**src/rtl/fsm_trace_recorder_if.sv**
```systemverilog
// Read-side stream of the FSM trace recorder: one {in,out} sample per transfer.
interface fsm_trace_recorder_if #(
  parameter int DATA_W = 6
);
  logic              rd_valid;
  logic              rd_ready;
  logic [DATA_W-1:0] rd_data;
  logic              rd_last;

  modport master (output rd_valid, rd_data, rd_last, input rd_ready);
  modport slave  (input rd_valid, rd_data, rd_last, output rd_ready);
endinterface

```
**src/rtl/fsm_trace_recorder.sv**
```systemverilog
// Captures {fsm_in,fsm_out} pairs of an observed Moore FSM, then streams them out.
// Optional FSM_TRACE_DEDUP_EN: skip samples identical to the previously stored one.
module fsm_trace_recorder #(
  parameter int IN_W  = 3,
  parameter int OUT_W = 3,
  parameter int DEPTH = 16,
  parameter int CNT_W = $clog2(DEPTH)
) (
  input  logic                 clk,
  input  logic                 reset,
  input  logic                 start,
  input  logic                 stop,
  input  logic [CNT_W:0]       len,
  input  logic [IN_W-1:0]      fsm_in,
  input  logic [OUT_W-1:0]     fsm_out,
  fsm_trace_recorder_if.master rd,
  output logic                 busy,
  output logic                 done,
  output logic [CNT_W:0]       count
);
  localparam int DW = IN_W + OUT_W;
  localparam logic [CNT_W:0]   DEPTH_C = (CNT_W+1)'(DEPTH);
  localparam logic [CNT_W:0]   CNT_ONE = (CNT_W+1)'(1);
  localparam logic [CNT_W-1:0] PTR_ONE = CNT_W'(1);

  typedef enum logic [1:0] {IDLE, CAPTURE, DRAIN} state_t;

  state_t           state;
  logic [DW-1:0]    mem [DEPTH];
  logic [CNT_W-1:0] wr_ptr, rd_ptr;
  logic [CNT_W:0]   len_eff;
  logic [CNT_W:0]   count_nxt;
  logic             rd_valid_q;
  logic [DW-1:0]    sample;
  logic             wr_en;

  assign sample    = {fsm_in, fsm_out};
  assign count_nxt = count + CNT_ONE;

`ifdef FSM_TRACE_DEDUP_EN
  logic [DW-1:0] last_q;
  // First sample of a trace is always kept; later ones only if they differ.
  assign wr_en = (count == '0) || (sample != last_q);

  always_ff @(posedge clk)
    if (state == CAPTURE && wr_en) last_q <= sample;
`else
  assign wr_en = 1'b1;
`endif

  always_ff @(posedge clk)
    if (!reset && state == CAPTURE && wr_en) mem[wr_ptr] <= sample;

  always_ff @(posedge clk) begin
    done <= 1'b0;
    if (reset) begin
      state      <= IDLE;
      wr_ptr     <= '0;
      rd_ptr     <= '0;
      count      <= '0;
      len_eff    <= DEPTH_C;
      rd_valid_q <= 1'b0;
      busy       <= 1'b0;
    end else begin
      case (state)
        IDLE: if (start) begin
          len_eff <= (len == '0 || len > DEPTH_C) ? DEPTH_C : len;
          count   <= '0;
          wr_ptr  <= '0;
          rd_ptr  <= '0;
          busy    <= 1'b1;
          state   <= CAPTURE;
        end
        CAPTURE: begin
          if (wr_en) begin
            wr_ptr <= wr_ptr + PTR_ONE;
            count  <= count_nxt;
          end
          // len_eff <= DEPTH, so this also stops wr_ptr from wrapping.
          if (stop || (wr_en && count_nxt == len_eff)) begin
            rd_valid_q <= 1'b1;
            state      <= DRAIN;
          end
        end
        DRAIN: if (rd.rd_ready) begin
          rd_ptr <= rd_ptr + PTR_ONE;
          if (rd.rd_last) begin
            rd_valid_q <= 1'b0;
            busy       <= 1'b0;
            done       <= 1'b1;
            state      <= IDLE;
          end
        end
        default: state <= IDLE;
      endcase
    end
  end

  // Outputs depend only on registered state, so they hold during a stall.
  assign rd.rd_valid = rd_valid_q;
  assign rd.rd_data  = rd_valid_q ? mem[rd_ptr] : '0;
  assign rd.rd_last  = rd_valid_q && ({1'b0, rd_ptr} == count - CNT_ONE);
endmodule
```
**src/flat_wrapper.sv**
```systemverilog
// flat-port wrapper written by rule: the top's interface ports become plain ports
module fsm_trace_recorder_flat 
#(
  parameter int IN_W  = 3,
  parameter int OUT_W = 3,
  parameter int DEPTH = 16,
  parameter int CNT_W = $clog2(DEPTH)
)
  (clk, reset, start, stop, len, fsm_in, fsm_out, busy, done, count, rd_rd_valid, rd_rd_data, rd_rd_last, rd_rd_ready);
  fsm_trace_recorder_if rd_i ();
  input  logic clk;
  input  logic reset;
  input  logic start;
  input  logic stop;
  input  logic [CNT_W:0] len;
  input  logic [IN_W-1:0] fsm_in;
  input  logic [OUT_W-1:0] fsm_out;
  output logic busy;
  output logic done;
  output logic [CNT_W:0] count;
  output wire logic [$bits(rd_i.rd_valid)-1:0] rd_rd_valid;
  output wire logic [$bits(rd_i.rd_data)-1:0] rd_rd_data;
  output wire logic [$bits(rd_i.rd_last)-1:0] rd_rd_last;
  input wire logic [$bits(rd_i.rd_ready)-1:0] rd_rd_ready;
  assign rd_rd_valid = rd_i.rd_valid;
  assign rd_rd_data = rd_i.rd_data;
  assign rd_rd_last = rd_i.rd_last;
  assign rd_i.rd_ready = rd_rd_ready;
  fsm_trace_recorder #(.IN_W(IN_W), .OUT_W(OUT_W), .DEPTH(DEPTH), .CNT_W(CNT_W)) u_core (.clk(clk), .reset(reset), .start(start), .stop(stop), .len(len), .fsm_in(fsm_in), .fsm_out(fsm_out), .rd(rd_i), .busy(busy), .done(done), .count(count));
endmodule
```
**config.mk**
```make
export PLATFORM = sky130hd
export DESIGN_NAME = fsm_trace_recorder_flat
export DESIGN_NICKNAME = d
export VERILOG_FILES = /design/src/rtl/fsm_trace_recorder_if.sv /design/src/rtl/fsm_trace_recorder.sv /design/src/flat_wrapper.sv
export SDC_FILE = /design/constraint.sdc
export NUM_CORES = 1
export LEC_CHECK = 0
export CORE_UTILIZATION = 35
export CTS_BUF_LIST = sky130_fd_sc_hd__clkbuf_4 sky130_fd_sc_hd__clkbuf_8
export DETAILED_ROUTE_END_ITERATION = 6
export PLACE_DENSITY = 0.64
export SLEW_MARGIN = 10
export SYNTH_ARGS = -nofsm -noshare
export SYNTH_HDL_FRONTEND = slang
export SYNTH_SLANG_ARGS = --single-unit
export TNS_END_PERCENT = 5
```
**constraint.sdc**
```tcl
create_clock -name clk -period 5.05 [get_ports clk]
set_clock_uncertainty 0.1 [all_clocks]
set_input_delay 1.01 -clock clk [delete_from_list [all_inputs] [get_ports clk]]
set_output_delay 1.01 -clock clk [all_outputs]
set_load 0.02 [all_outputs]
```
==> results of run 1 <==
[metal layers]
layer  part of all wire  wire (um)
met5                  0          0
met4             0.0051         52
met3              0.057        582
met2               0.50       5040
met1               0.44       4460
[cell usage in the layout (no fill, tap or decap), types with 9 or more instances in the layout]
cell / netlist / routed
mux4_2: 30 / 30
edfxtp_1: 96 / 96
dfxtp_1: 27 / 27
clkbuf_8: 0 / 17
clkdlybuf4s50_1: 0 / 30
nor3_1: 9 / 9
a21oi_1: 11 / 11
nor2_1: 30 / 30
nand2_1: 15 / 15
[cells by family (layout without fill, tap and decap cells)]
logic type | after synthesis | count (layout) | synth area share
DFF | 123 | 123 | 0.669
and+or+nand+nor | 89 | 89 | 0.0878
buffers and inverters | 27 | 74 | 0.0240
xor gates and xnor gates | 15 | 15 | 0.0257
muxes | 33 | 33 | 0.138
AOI/OAI and AO/OA | 26 | 26 | 0.0359
adders and majority gates | 8 | 8 | 0.0196
[registers in the layout (all words and copies together), names as in the netlist, named ones only]
signal,flops
u_core.len_eff,5
u_core.done,1
u_core.state,2
u_core.busy,1
u_core.rd_ptr,4
u_core.mem,96
u_core.rd.rd_valid,1
u_core.wr_ptr,4
u_core.count,5
[layout make-up]
cell class,instances,area share
flip-flops and latches,123,0.575
multi-input cells,171,0.264
repair buffers,35,0.0567
clock buffers,17,0.0393
well taps,180,0.0378
clock inverters,15,0.0233
inverters,7,0.00441
[per-stage QoR]
| step | util | total power [W] | setup WS (ps) |
|---|---|---|---|
| final | 0.423 | 0.00204 | 1000 |
| after global placement | 0.396 | 0.00125 | 1440 |
| after floorplan | - | 0.00120 | 1760 |
| after detailed placement | 0.396 | 0.00125 | 1410 |
| after global routing | 0.423 | 0.00212 | 844 |
| after CTS | 0.423 | 0.00205 | 937 |
[worst max-delay path, delay by kind of cell, from the launching register on]
| family | cells | cell delay [ps] |
|---|---|---|
| buffers and inverters | 2 | 930 |
| flip-flops | 1 | 320 |
| AND/OR/NAND/NOR | 1 | 170 |
| multiplexers | 2 | 1080 |
[how the worst min path moves through the flow]
stage                           start                 to  slack (ps)  cells past startpoint
floorplan           u_core.len_eff[2]  u_core.len_eff[2]         340                      2
global placement    u_core.len_eff[1]  u_core.len_eff[1]         360                      2
detailed placement  u_core.len_eff[1]  u_core.len_eff[1]         360                      2
CTS                 u_core.len_eff[0]  u_core.len_eff[0]         380                      2
global route        u_core.len_eff[2]  u_core.len_eff[2]         400                      2
finish              u_core.len_eff[2]  u_core.len_eff[2]         380                      2
[power breakdown]
| part | switching (W) | internal, W | total, W |
|---|---|---|---|
| sequential | 0.0000123 | 0.00110 | 0.00111 |
| combinational | 0.0000619 | 0.0000514 | 0.000113 |
| clock | 0.000415 | 0.000396 | 0.000812 |
| total | 0.000489 | 0.00155 | 0.00204 |
==> impl_metrics.json, run 1 <==
{
  "status": "completed",
  "grt_overflow": 0,
  "synthFlopType": "edfxtp_1",
  "power.density_nw_per_um2": 342,
  "post_dp_cell_area_um2": 5590,
  "grt_pass1_wl_um": 16200,
  "critPathCapture": "rd_rd_data[2]",
  "hold_class": "flop to flop",
  "ys_ff_latch": 123,
  "synth_edf_count": 96,
  "areaGrowthSynthToFinish_pct": 16.4,
  "setup_viol": 0,
  "core_um2": 14100,
  "multi_input_area_um2": 1570,
  "dp_hpwl_um": 6780,
  "rows": 43,
  "place_congestion": 0.747,
  "cts_setup_buffers": 0,
  "yosys-top-cells-area": "edfxtp_1, mux4_2, dfxtp_1, nor2_1, ha_1",
  "rr_startpoint": "u_core.state[0]",
  "slowest_stage": "mux4_2",
  "max_freq_ghz": 0.247,
  "synth.largest_area_cell": "edfxtp_1",
  "slew_headroom": 0.286,
  "drt-initial-drc-count": 230,
  "seq_area_um2": 3420,
  "drcViolationCount": 0,
  "path_common_cell": "mux4_2",
  "clock_latency_ps": 420,
  "synth_seq_area_share": 0.669,
  "hold_ws_ps": 378,
  "ioPinCount": 31,
  "synth_cells": 321,
  "grt_use_met1": 0.197,
  "startpoint_type": "flop",
  "syn_nets": 345,
  "end_kind": "output port",
  "synth_commonest_cells": "edfxtp_1, mux4_2, nor2_1",
  "initial_core_util": 0.363,
  "crit_chain": "buf_4 > mux4_2 > mux4_2 > and2_1 > clkdlybuf4s50_1",
  "yosys_warnings": 0,
  "grt_pass1_vias": 2838,
  "io_buffers": 30,
  "cts_made_buffers": 17,
  "clk_pin_slew_ps": 80,
  "placedCellCount": 516,
  "htreeDepth": 4,
  "hold_viol_final": 0,
  "vias": 2734,
  "cp.arrival_ps": 2940,
  "ff2ff_path_depth": 4,
  "synth_top_area_share": 0.563,
  "async_flop_share": 0,
  "drive_gt1_frac": 0.198,
  "fillers": 1281,
  "leakagePower_nw": 1.89,
  "cts-root-buf": "clkbuf_8",
  "worstPathRequired_ps": 3940,
  "synth.distinct_cells": 42,
  "tns_ps": 0,
  "dieArea_um2": 15100,
  "grt_antenna_before_repair": 0,
  "drt-total-wl_um": 10100,
  "grt_util_met2": 0.245,
  "layout.nets": 379,
  "clock_path_buffers": 2,
  "irDropWorstVdd_mv": 0.166,
  "synth_most_common_cell": "edfxtp_1",
  "slowest_delay_ps": 580,
  "final_area_um2": 5960,
  "worst_pin_slew_ps": 1060,
  "drv_cap": 0,
  "rsz0062_at_grt": "no",
  "avgSynthCellArea_um2": 15.9,
  "path_class": "flop to output port",
  "die_h_um": 123,
  "grt-busiest-layer": "met2",
  "via_per_inst": 4.99,
  "fin_crit_sh": 0.802,
  "gr-usage-all-layers": 0.152,
  "period_needed_ps": 4050,
  "diodes": 0,
  "die_w_um": 123,
  "syn_area_um2": 5120,
  "grtUsageMet3": 0.0494,
  "cts_resized": 0,
  "fin_cells": 548,
  "dr.pass1.iters": 4,
  "postRouteAntennaNets": 0,
  "grt_max_degree": 26,
  "cts_hold_buf": 0,
  "reg2reg_to": "u_core.mem[2][2]",
  "post_drt_wl_per_cell_um": 18.5,
  "clock_sinks": 123,
  "cts_tree": "yes",
  "rrSetupSlack_ps": 2530,
  "drv_slew": 0,
  "worstPathMaxFanout": 24
}
No activity file was read; power rests on OpenSTA's default activity.
==> inputs of run 2 (changes only) <==
clock period = 4 ns   (was 5.05 ns; I/O delays follow)
==> impl_metrics.json, run 2 (synthesis gave the netlist of run 1 again) <==
{
  "drcViolationCount": 0,
  "ioPinCount": 31,
  "tns_ps": 0,
  "clock_sinks": 123,
  "cts_hold_buf": 0,
  "die_h_um": 123,
  "leakagePower_nw": 1.88,
  "cts_setup_buffers": 0,
  "rows": 43,
  "end_kind": "output port",
  "share_seq_of_total_power": 0.562,
  "worst_pin_slew_ps": 758,
  "core_um2": 14100,
  "layout_common_cells": "edfxtp_1, mux4_2, nor2_1, clkdlybuf4s50_1, dfxtp_1",
  "fillers": 1280,
  "irDropWorstVdd_mv": 0.225,
  "slowest_delay_ps": 670,
  "via_per_inst": 5.10,
  "grt_overflow": 0,
  "worstHoldStart": "u_core.len_eff[0]",
  "drt-initial-drc-count": 242,
  "switching_share": 0.221,
  "intPower_w": 0.00195,
  "die_w_um": 123,
  "clock_path_buffers": 2,
  "vias": 2787,
  "cts_tree": "yes",
  "drv_cap": 0,
  "post_drt_wl_per_cell_um": 19.0,
  "slew_headroom": 0.493,
  "hold_viol_final": 0,
  "reg2reg_to": "u_core.rd.rd_valid",
  "grt_antenna_before_repair": 0,
  "setup_viol": 0,
  "fin_crit_sh": 0.955,
  "final_common_cell": "edfxtp_1",
  "finalWorstSetupSlack_ps": 181,
  "dieArea_um2": 15100,
  "startpoint_type": "flop",
  "hold_path_depth": 2,
  "ff2ff_path_depth": 6,
  "grt_pass1_vias": 2823,
  "hold_class": "flop to flop",
  "gr-usage-all-layers": 0.154,
  "crit_chain": "inv_1 > ha_1 > o21ba_2 > a221o_1 > a211oi_1 > clkdlybuf4s50_1",
  "drv_slew": 0,
  "grt_max_degree": 25,
  "rr_startpoint": "u_core.count[0]",
  "period_needed_ps": 3820,
  "cp-startpoint": "u_core.count[0]",
  "pwr-share-clk": 0.379,
  "min_to": "u_core.len_eff[0]",
  "diodes": 0,
  "clock_latency_ps": 420,
  "largest-register": "u_core.mem",
  "switching_power_w": 0.000552,
  "initial_core_util": 0.363,
  "cts_resized": 0,
  "power.density_nw_per_um2": 420,
  "slowest_stage": "clkdlybuf4s50_1",
  "place_congestion": 0.770,
  "status": "completed",
  "p_comb_frac": 0.058,
  "rrSetupSlack_ps": 1570,
  "dr.pass1.iters": 4,
  "hold_ws_ps": 364,
  "top_regs": "u_core.mem x96, u_core.count x5, u_core.len_eff x5",
  "cts-root-buf": "clkbuf_8",
  "htreeDepth": 4,
  "grt_pass1_wl_um": 16400,
  "postRouteAntennaNets": 0,
  "max_freq_ghz": 0.262,
  "path_class": "flop to output port",
  "clk_pin_slew_ps": 70,
  "areaGrowthSynthToFinish_pct": 16.2,
  "place_ws_ps": 635,
  "cts_made_buffers": 17,
  "worstPathMaxFanout": 9,
  "worstPathRequired_ps": 3100,
  "dp_hpwl_um": 6960,
  "worst-path-buf-inv": 2,
  "drt-total-wl_um": 10400,
  "rsz0062_at_grt": "no",
  "layout.nets": 381,
  "io_buffers": 30,
  "cp.arrival_ps": 2920,
  "drive_gt1_frac": 0.191,
  "cpLargestDelayFamily": "compound AO/OA/AOI/OAI gates",
  "largest_register_ffs": 96
}
-- run 2: changes by cell type in the layout (fill, tap and decap cells not counted) --
cell,previous run,this run
inv_8,2,0
clkbuf_4,0,3
clkinv_2,3,1
clkinvlp_4,2,3
inv_6,3,0
clkinv_4,3,1
buf_12,0,1
clkinv_1,1,3
buf_4,5,6
-- run 2: worst reg2reg max path, delay by kind of cell, from the launching register on --
| kind | cells | cell delay [ps] |
|---|---|---|
| AOI/OAI and AO/OA | 4 | 1280 |
| DFF | 1 | 560 |
| adders and majority gates | 1 | 260 |
| buffers and inverters | 1 | 90 |
-- run 2: final cells by class --
class | count | area, um2 | share of cell area
clock inverter | 9 | 77.6 | 0.0130
tap | 180 | 225 | 0.0379
timing repair buffer | 37 | 365 | 0.0614
multi-input combinational | 171 | 1570 | 0.264
sequential | 123 | 3420 | 0.576
clock buffer | 20 | 256 | 0.0431
inverter | 7 | 26.3 | 0.00442
-- run 2: power by group through the flow --
stage | Combinational (W) | Sequential, W | Clock, W
after global routing | 0.000161 | 0.00141 | 0.00103
after CTS | 0.000148 | 0.00141 | 0.000971
after global placement | 0.000144 | 0.00143 | 0
after floorplan | 0.0000877 | 0.00143 | 0
final | 0.000146 | 0.00141 | 0.000948
after detailed placement | 0.000148 | 0.00143 | 0
-- run 2: through the flow --
step / instance area [um2] / util / power [W] / cells
6_report: 5950 / 0.422 / 0.00250 / 547
4_1_cts: 5950 / 0.422 / 0.00252 / 547
3_3_place_gp: 5610 / 0.398 / 0.00158 / 518
3_5_place_dp: 5610 / 0.398 / 0.00158 / 518
2_1_floorplan: 5120 / - / 0.00152 / 321
5_1_grt: 5950 / 0.422 / 0.00260 / 547
-- run 2: routing by layer --
metal  track usage  routed length [um]
met5             0                   0
met4        0.0526                  72
met2         0.241                5080
met3        0.0438                 403
met1         0.206                4810
-- run 2: worst max path at each step --
stage	endpoint	cells past startpoint
final	rd_rd_last	6
after floorplan	rd_rd_last	6
after global placement	rd_rd_last	6
after global routing	rd_rd_last	6
after CTS	rd_rd_last	6
after detailed placement	rd_rd_last	6
==> inputs of run 3 (changes only) <==
CORE_MARGIN = 2   (was not set)
PLACE_DENSITY = 0.56   (was 0.64)
==> impl_metrics.json, run 3 (synthesis gave the netlist of run 1 again) <==
{
  "fin_cells": 553,
  "grt_pass1_vias": 2755,
  "grt_pass1_wl_um": 16100,
  "final_common_cell": "edfxtp_1",
  "slowest_stage": "clkdlybuf4s50_1",
  "ff2ff_path_depth": 4,
  "setup_viol": 0,
  "postRouteAntennaNets": 0,
  "pwr-share-clk": 0.381,
  "clock_path_buffers": 2,
  "cp.arrival_ps": 2790,
  "drt-total-wl_um": 10400,
  "via_per_inst": 5.14,
  "drv_slew": 0,
  "drv_cap": 0,
  "grt_overflow": 0,
  "rrSetupSlack_ps": 1570,
  "end_kind": "output port",
  "hold_class": "flop to flop",
  "placedCellCount": 522,
  "reg2reg_to": "u_core.mem[7][0]",
  "gr-usage-all-layers": 0.139,
  "fillers": 1318,
  "max_freq_ghz": 0.271,
  "startpoint_type": "flop",
  "path_class": "flop to output port",
  "layout.nets": 381,
  "crit_chain": "inv_1 > ha_1 > o21ba_2 > a221o_1 > a211oi_1 > clkdlybuf4s50_1",
  "dr.pass1.iters": 4,
  "post_drt_wl_per_cell_um": 18.8,
  "grt_max_degree": 25,
  "irDropWorstVdd_mv": 0.204,
  "initial_core_util": 0.355,
  "period_needed_ps": 3690,
  "cts-root-buf": "clkbuf_8",
  "status": "completed",
  "intPower_w": 0.00195,
  "switching_power_w": 0.000553,
  "die_h_um": 125,
  "multi_input_area_um2": 1570,
  "power.density_nw_per_um2": 420,
  "place_ws_ps": 738,
  "clk_pin_slew_ps": 70,
  "io_buffers": 30,
  "place_congestion": 0.714,
  "grt_antenna_before_repair": 0,
  "cts_hold_buf": 0,
  "hold_viol_final": 0,
  "cts_setup_buffers": 0,
  "leakagePower_nw": 1.89,
  "drt-initial-drc-count": 253,
  "finalWorstSetupSlack_ps": 314,
  "share_seq_of_total_power": 0.562,
  "tns_ps": 0,
  "largest_register_ffs": 96,
  "worstPathMaxFanout": 9,
  "htreeDepth": 4,
  "drcViolationCount": 0,
  "clock_sinks": 123,
  "areaGrowthSynthToFinish_pct": 16.3,
  "rows": 44,
  "top_regs": "u_core.mem x96, u_core.count x5, u_core.len_eff x5",
  "fin_util": 0.413,
  "critPathCapture": "rd_rd_last",
  "die_w_um": 125,
  "ioPinCount": 31,
  "worst_pin_slew_ps": 814,
  "fin_crit_sh": 0.922,
  "p_comb_frac": 0.057,
  "layout_common_cells": "edfxtp_1, mux4_2, nor2_1, clkdlybuf4s50_1, dfxtp_1",
  "core_um2": 14400,
  "worstPathRequired_ps": 3100,
  "cts_tree": "yes",
  "drive_gt1_frac": 0.192,
  "rr_startpoint": "u_core.state[0]",
  "cts_resized": 0,
  "largest-register": "u_core.mem",
  "slew_headroom": 0.455,
  "cts_made_buffers": 17,
  "dp_hpwl_um": 6870,
  "slowest_delay_ps": 640,
  "clock_latency_ps": 420,
  "seq_area_um2": 3420,
  "dieArea_um2": 15600,
  "switching_share": 0.221,
  "diodes": 0,
  "cp-startpoint": "u_core.count[0]",
  "rsz0062_at_grt": "no",
  "vias": 2843
}
## run 3: layout make-up
type                    count  area share
repair buffers             37      0.0614
clock buffers              20      0.0431
well taps                 184      0.0387
inverters                   7     0.00441
clock inverters            11      0.0134
flip-flops and latches    123       0.575
multi-input cells         171       0.264
## run 3: how the worst min path moves through the flow
stage	startpoint	depth (start not counted)	endpoint	slack, ps
floorplan	u_core.len_eff[2]	2	u_core.len_eff[2]	340
global placement	u_core.len_eff[0]	2	u_core.len_eff[0]	360
detailed placement	u_core.len_eff[0]	2	u_core.len_eff[0]	360
CTS	u_core.len_eff[0]	2	u_core.len_eff[0]	370
global route	u_core.len_eff[0]	2	u_core.len_eff[0]	410
finish	u_core.len_eff[0]	2	u_core.len_eff[0]	370
## run 3: power by group through the flow
stage / clock network [W] / logic, W / registers, W
3_5_place_dp: 0 / 0.000145 / 0.00143
2_1_floorplan: 0 / 0.0000877 / 0.00143
4_1_cts: 0.000971 / 0.000145 / 0.00141
6_report: 0.000953 / 0.000143 / 0.00141
5_1_grt: 0.00102 / 0.000159 / 0.00141
3_3_place_gp: 0 / 0.000142 / 0.00143
## run 3: per-stage QoR
step	hold WS [ps]	total power, W	area (um2)
2_1_floorplan	343	0.00152	5120
3_3_place_gp	360	0.00157	5620
3_5_place_dp	363	0.00158	5620
4_1_cts	370	0.00252	5950
5_1_grt	412	0.00259	5950
6_report	365	0.00250	5950
## run 3: critical path, delay by kind of cell (launching register included)
kind	cells	cell delay, ps
DFF	1	530
adders and majority gates	1	260
buffers and inverters	2	730
AOI/OAI and AO/OA	3	860
## run 3: metal layers
layer | GRT usage | vias up | share of wire
met2 | 0.201 | 74 | 0.45
met3 | 0.0368 | 9 | 0.051
li1 | - | 1307 | -
met1 | 0.203 | 1453 | 0.49
met4 | 0.0529 | 0 | 0.013
met5 | 0 | - | 0
